<file path="src/rtl/param_lfsr_prng.sv">
// Parameterised Fibonacci/Galois LFSR word generator with a valid/ready output.
// Latency: one cycle from an accepted advance to o_valid/o_data.
// Backpressure: while o_valid=1 and i_ready=0, state and output hold regardless of i_en.
module param_lfsr_prng #(
  parameter int unsigned      WIDTH = 16,
  parameter logic [WIDTH-1:0] TAPS  = 16'hB400,
  parameter logic [WIDTH-1:0] SEED  = 16'hACE1,
  parameter int unsigned      MODE  = 1,
  parameter int unsigned      OUT_W = 8,
  parameter int unsigned      STEPS = 1
) (
  input  logic             clk,
  input  logic             arst,
  input  logic             i_en,
  input  logic             i_load,
  input  logic [WIDTH-1:0] i_seed,
  input  logic             i_ready,
  output logic [OUT_W-1:0] o_data,
  output logic             o_valid,
  output logic             o_wrap,
  output logic             o_seed_fix
);

  // Reject illegal configurations at elaboration time.
  if (WIDTH < 3 || WIDTH > 32) begin : g_bad_width
    $error("param_lfsr_prng: WIDTH must be in 3..32");
  end
  if (SEED == '0) begin : g_bad_seed
    $error("param_lfsr_prng: SEED must be nonzero");
  end
  if (MODE > 1) begin : g_bad_mode
    $error("param_lfsr_prng: MODE must be 0 (Fibonacci) or 1 (Galois)");
  end
  if (OUT_W < 1 || OUT_W > WIDTH) begin : g_bad_outw
    $error("param_lfsr_prng: OUT_W must be in 1..WIDTH");
  end
  if (STEPS < 1 || STEPS > WIDTH) begin : g_bad_steps
    $error("param_lfsr_prng: STEPS must be in 1..WIDTH");
  end

  logic [WIDTH-1:0] state_q, state_d;
  logic [WIDTH-1:0] seed_q, seed_d;
  logic [OUT_W-1:0] data_q, data_d;
  logic             valid_q, valid_d;
  logic             wrap_q, wrap_d;
  logic             fix_q, fix_d;
  logic [WIDTH-1:0] adv_state;
  logic             advance;

  // Unrolled chain of STEPS single LFSR shifts starting from the current state.
  always_comb begin
    adv_state = state_q;
    for (int k = 0; k < int'(STEPS); k++) begin
      if (MODE == 0) begin
        adv_state = {adv_state[WIDTH-2:0], ^(adv_state & TAPS)};
      end else begin
        adv_state = (adv_state >> 1) ^ (adv_state[0] ? TAPS : '0);
      end
    end
  end

  // An advance needs enable, no load, and room in the output slot (empty or being consumed).
  assign advance = i_en && !i_load && (!valid_q || i_ready);

  // Next-state selection: load beats advance, advance beats a plain consume.
  always_comb begin
    state_d = state_q;
    seed_d  = seed_q;
    data_d  = data_q;
    valid_d = valid_q;
    wrap_d  = 1'b0;
    fix_d   = 1'b0;
    if (i_load) begin
      // A zero seed would lock the LFSR up, so it is replaced by SEED and flagged.
      if (i_seed == '0) begin
        state_d = SEED;
        seed_d  = SEED;
        fix_d   = 1'b1;
      end else begin
        state_d = i_seed;
        seed_d  = i_seed;
      end
      valid_d = 1'b0;
    end else if (advance) begin
      state_d = adv_state;
      data_d  = adv_state[OUT_W-1:0];
      valid_d = 1'b1;
      wrap_d  = (adv_state == seed_q);
    end else if (valid_q && i_ready) begin
      valid_d = 1'b0;
    end
  end

  // State registers; reset drops any pending word immediately.
  always_ff @(posedge clk or posedge arst) begin
    if (arst) begin
      state_q <= SEED;
      seed_q  <= SEED;
      data_q  <= '0;
      valid_q <= 1'b0;
      wrap_q  <= 1'b0;
      fix_q   <= 1'b0;
    end else begin
      state_q <= state_d;
      seed_q  <= seed_d;
      data_q  <= data_d;
      valid_q <= valid_d;
      wrap_q  <= wrap_d;
      fix_q   <= fix_d;
    end
  end

  assign o_data     = data_q;
  assign o_valid    = valid_q;
  assign o_wrap     = wrap_q;
  assign o_seed_fix = fix_q;

endmodule

</file>
<file path="config.mk">
export PLATFORM = sky130hd
export DESIGN_NAME = param_lfsr_prng
export DESIGN_NICKNAME = d
export VERILOG_FILES = /design/src/rtl/param_lfsr_prng.sv
export SDC_FILE = /design/constraint.sdc
export NUM_CORES = 1
export LEC_CHECK = 0
export ABC_AREA = 1
export ABC_CLOCK_PERIOD_IN_PS = 1700
export CAP_MARGIN = 20
export CORE_MARGIN = 3
export CORE_UTILIZATION = 35
export CTS_CLUSTER_SIZE = 28
export DETAILED_ROUTE_END_ITERATION = 7
export DONT_BUFFER_PORTS = 1
export PLACE_DENSITY = 0.53
export SKIP_CTS_REPAIR_TIMING = 1
export SLEW_MARGIN = 20
export SYNTH_ARGS = -nofsm -noshare
export SYNTH_HDL_FRONTEND = slang
export SYNTH_SLANG_ARGS = --single-unit
</file>
<file path="constraint.sdc">
create_clock -name clk -period 1.7 [get_ports clk]
set_input_delay 0.34 -clock clk [delete_from_list [all_inputs] [get_ports clk]]
set_output_delay 0.34 -clock clk [all_outputs]
set_load 0.05 [all_outputs]
</file>
# After elaboration in Yosys (flattened, before gate mapping)
# Cells that the tools add are included.
dict set report word_totals {
  input_bits 21
  rom_bits 0
  ramBits 0
  word_cells 30
  latch_bits 0
  ff_bits 43
  memories 0
  output_inout_bits 11
}
dict set report classes {
  mul 0
  mux 11
  n_shift 0
  div 0
  eq_ne 1
  n_reduce_logical 10
  n_bitwise 2
  n_addsub 0
  magnitude_cmp 0
}
# operator count
set ops {}
lappend ops {{$mux 16} 4}
lappend ops {{$eq 16x16->1} 1}
lappend ops {{$logic_not 16->1} 1}
lappend ops {{$xor 15x16->16} 1}
lappend ops {{$mux 1} 7}
lappend ops {{$logic_and 1x1->1} 3}
lappend ops {{$reduce_bool 3->1} 1}
lappend ops {{$logic_not 1->1} 2}
lappend ops {{$reduce_and 2->1} 1}
lappend ops {{$reduce_bool 2->1} 1}
lappend ops {{$logic_or 1x1->1} 1}
lappend ops {{$not 1->1} 1}

# Longest topological paths before layout
dict set report depth {
  depth_word 5
  ltp_mapped 9
  depth_no_buf 9
}

# Worst setup path before layout
# Ideal clock, no wire load.
dict set report synth_timing {
  path_type {reg-to-reg}
  start {reg valid_q (netlist: o_valid)}
  end {reg state_q[9]}
  path_stages_with_launch 8
  required_time_ns 1.570
  period_less_slack_ns 1.403
  path_buffers 1
  arrival_time_ns 1.273
  setup_time_ns 0.130
  slack_ns 0.297
  path_cell_list {dfrtp_1 nand2_1 nand2_1 nand2_1 inv_1 buf_4 nand2_1 o211ai_1}
}
dict set report synth_via {
  elab_chain_cells 4
}
# item line_no
set synth_rtl {}
lappend synth_rtl {{start: declaration} 44} ;# logic valid_q, valid_d;
lappend synth_rtl {{start signal: assignment} 107} ;# valid_q <= valid_d;
lappend synth_rtl {{$logic_not 1->1} 63} ;# assign advance = i_en && !i_load && (!valid_q || i_ready);
lappend synth_rtl {{$logic_or 1x1->1} 63}
lappend synth_rtl {{$logic_and 1x1->1} 63}
lappend synth_rtl {{$reduce_bool 2->1 (no source line)} -}
lappend synth_rtl {{end signal: assignment} 104} ;# state_q <= state_d;
lappend synth_rtl {{end: declaration} 41} ;# logic [WIDTH-1:0] state_q, state_d;
# Every way passes these cells.
# A chain may end at the register's enable or synchronous reset.

# Final worst setup path
dict set report layout_timing {
  start {reg state_q[0]}
  end {reg wrap_q (netlist: o_wrap)}
}
dict set report layout_via {
  elab_chain_cells 5
}
# item line_no
set layout_rtl {}
lappend layout_rtl {{$mux 16} 57} ;# adv_state = (adv_state >> 1) ^ (adv_state[0] ? TAPS : '0);
lappend layout_rtl {{$xor 15x16->16} 57}
lappend layout_rtl {{$eq 16x16->1} 88} ;# wrap_d = (adv_state == seed_q);
lappend layout_rtl {{$mux 1} 84} ;# end else if (advance) begin
lappend layout_rtl {{$mux 1} 73} ;# if (i_load) begin
lappend layout_rtl {{via wrap_d} 45} ;# logic wrap_q, wrap_d;
lappend layout_rtl {{end signal: assignment} 108} ;# wrap_q <= wrap_d;
lappend layout_rtl {{end: declaration} 45}
# The timed path passes the listed nets, and every way through them passes these cells.

==> impl_metrics.csv <==
group,metric,value,unit
floorplanning,fp.coreArea,5574,µm²
critical_path,cp_max_fo,7,
power,leakagePower,1.123,nW
critical_path,cp-start-kind,"flip-flop",
power,netSwitchingFraction,32.89,%
critical_path,critPathArrivalTime,1.58,ns
placed_design,dp.cells,322,
grt,grt_antenna_before_repair,0,
yosys,netlist_area,2049,µm²
floorplanning,io_pins,32,
layout,drive_above_1_share,12.74,%
layout,multi_input_area,812.0,µm²
yosys,syn_inst,252,
grt,grtUsageTotal,15.77,%
yosys,ys_ff_latch,43,
cts,clock_sinks,43,
route,routed_wl,4816,µm
floorplanning,die-area,6810,µm²
power,power_density,1056,nW/µm²
yosys,ys_types,23,
cts,cts_root_buffer,"clkbuf_8",
sta,period_minus_slack,1.339,ns
sta,hold_violations,0,
placed_design,dp_hpwl,3389,µm
yosys,synth_nets,273,
floorplanning,fp.dieH,82.52,µm
yosys,ys_seq_area_share,53.48,%
layout,fin_util,40.11,%
cts,clock_latency,0.30,ns
yosys,yosys_most_used_dff,"dfrtp_1",
layout,final_nets,279,
power,irDropWorstVdd,460.0,µV
layout,diodes,0,
critical_path,reg2reg_to,"o_wrap",
layout,fin_area,2236,µm²
critical_path,rr_worst_depth,8,
placed_design,place_area,2142,µm²
critical_path,endpoint,"o_wrap",
power,combPwrFrac,14.6,%
floorplanning,row_count,27,
sta,fin_skew,0.009889,ns
sta,rsz0062_at_grt,"false",
sta,fmax,0.7467,GHz
outcome,status,"completed",
power,seqPwrFrac,58.0,%
sta,setup_violations,0,
yosys,syn_avg_cell_area,8.133,µm²
critical_path,ff2ff_setup_slack,0.36,ns
layout,fill_cells,564,
route,drt_iter0_drc,100,
layout,instances_no_fill,331,
hold_path,holdCritPathClass,"input port to flip-flop",
critical_path,worst_setup_path_end_kind,"flip-flop",
power,intPower,1.585,mW
route,drt_pre_antenna_iters,4,
route,num_vias,1594,
cts,cts_tree,"done",
cts,cts_inserted_buffers,5,
layout,area_delta_synth_final,9.096,%
cts,cts_max_path_buffers,2,
run,max-cap-violations,0,
sta,slew_headroom,67.76,%
grt,grt_pass1_vias,1588,
route,via_per_inst,4.816,
floorplanning,chipWidth,82.52,µm
yosys,synth-async-reset-ratio,100.0,%
sta,drv_slew,0,
critical_path,critPathKind,"flip-flop to flip-flop",
grt,grt_max_degree,44,
floorplanning,start_util,36.77,%
grt,grt_pass1_wl,7928,µm
critical_path,crit_start,"state_q[0]",
route,drtAntennaViolNets,0,
placed_design,gp_congestion,0.7826,
cts,path_clk_slew,0.09,ns
cts,h-tree-depth,2,
sta,worst_pin_slew,0.4835,ns
placed_design,buffer_ports.inserted,0,
power,p_clk_share,27.4,%
yosys,synth-edff-count,0,
sta,fin_crit_sh,78.78,%
layout,regArea,1096,µm²
critical_path,reg2reg_from,"state_q[0]",
route,wl_per_cell,14.55,µm
route,drc_errors,0,
critical_path,crit_required,1.94,ns
grt,overflow,0,
yosys,yosys_warnings,0,
power,power.switching,0.7770,mW
sta,tns,0,ns
-- cell families after synthesis --
group                  synth area share [%]
buffers and inverters                 6.899
AND/OR/NAND/NOR                       31.81
XOR/XNOR                              4.274
flip-flops                            53.48
AO/OA/AOI/OAI                         3.541
-- power by group through the flow --
| stage | Sequential [mW] | Combinational (mW) | Clock, mW |
|---|---|---|---|
| 2_1_floorplan | 1.37 | 0.281 | 0 |
| 6_report | 1.37 | 0.344 | 0.648 |
| 4_1_cts | 1.37 | 0.350 | 0.666 |
| 5_1_grt | 1.39 | 0.404 | 0.717 |
| 3_3_place_gp | 1.39 | 0.345 | 0 |
| 3_5_place_dp | 1.39 | 0.350 | 0 |
-- Yosys cell counts (2+ instances only) --
master / n / area share (%)
nand2_1: 106 / 19
dfrtp_1: 27 / 33
inv_1: 21 / 3.8
nand3_1: 21 / 5.1
nor2_1: 21 / 3.8
dfstp_2: 16 / 21
xnor2_1: 9 / 3.8
nand4_1: 6 / 1.8
o21ai_0: 6 / 1.5
o211ai_1: 3 / 1.1
buf_2: 2 / 0.49
buf_6: 2 / 1.1
clkbuf_1: 2 / 0.37
-- sequential cells by signal, indices dropped and copies added (netlist names) --
name,flops
seed_q,16
o_data,8
o_seed_fix,1
o_valid,1
o_wrap,1
state_q,16
-- per-stage QoR --
| stage | power, mW | hold WS [ns] | setup slack [ns] |
|---|---|---|---|
| global route | 2.511 | 0.08993 | 0.1592 |
| floorplan | 1.652 | 0.4610 | 0.2971 |
| finish | 2.362 | 0.1071 | 0.3608 |
| global placement | 1.736 | 0.2883 | 0.2539 |
| CTS | 2.388 | -0.03609 | 0.3298 |
| detailed placement | 1.738 | 0.2923 | 0.2252 |
-- worst min path at each step --
stage	startpoint	endpoint	slack, ns	cells after the start
after floorplan	seed_q[4]	seed_q[4]	0.46	2
after global placement	arst	seed_q[14]	0.29	2
after detailed placement	arst	o_valid	0.29	2
after CTS	arst	state_q[14]	-0.04	2
after global routing	i_load	o_valid	0.09	1
final	i_load	o_valid	0.11	1
-- area by class of cell --
| class | instances | area share, % |
|---|---|---|
| Inverter | 23 | 4.197 |
| Sequential cell | 43 | 49.02 |
| Clock inverter | 3 | 0.6715 |
| Multi-Input combinational cell | 179 | 36.32 |
| Timing Repair Buffer | 6 | 2.686 |
| Tap cell | 72 | 4.029 |
| Clock buffer | 5 | 3.078 |
-- cell usage in the layout (no fill, tap or decap) --
cell / instances
xnor2_1: 9
dlygate4sd3_1: 1
nand3_1: 21
nor2_1: 21
clkinv_2: 3
buf_4: 4
a21oi_1: 1
nor2_4: 1
xor2_1: 1
o211ai_1: 3
clkbuf_8: 5
nand4_1: 6
buf_12: 1
dfrtp_1: 27
o21ai_0: 6
nand3_2: 1
a31oi_1: 1
inv_1: 20
dfstp_2: 16
nand2_1: 106
nand2_4: 1
clkinv_1: 2
inv_8: 1
o221ai_1: 1
-- worst max-delay path, stage by stage, from the launching register on --
cell	delay (ns)
dfstp_2	0.62
inv_1	0.12
nand2_1	0.11
nand2_1	0.06
nand2_1	0.05
nand2_1	0.06
nor2_1	0.10
nand2_1	0.06
nor2_1	0.10
-- per-layer routing --
metal	wire length [µm]	vias up	track usage, %
li1	-	798	-
met1	2358	758	22.44
met2	2126	33	23.32
met3	274	5	4.555
met4	56	0	4.412
met5	0	-	0
Note: power is estimated with default switching activity, not from simulation.
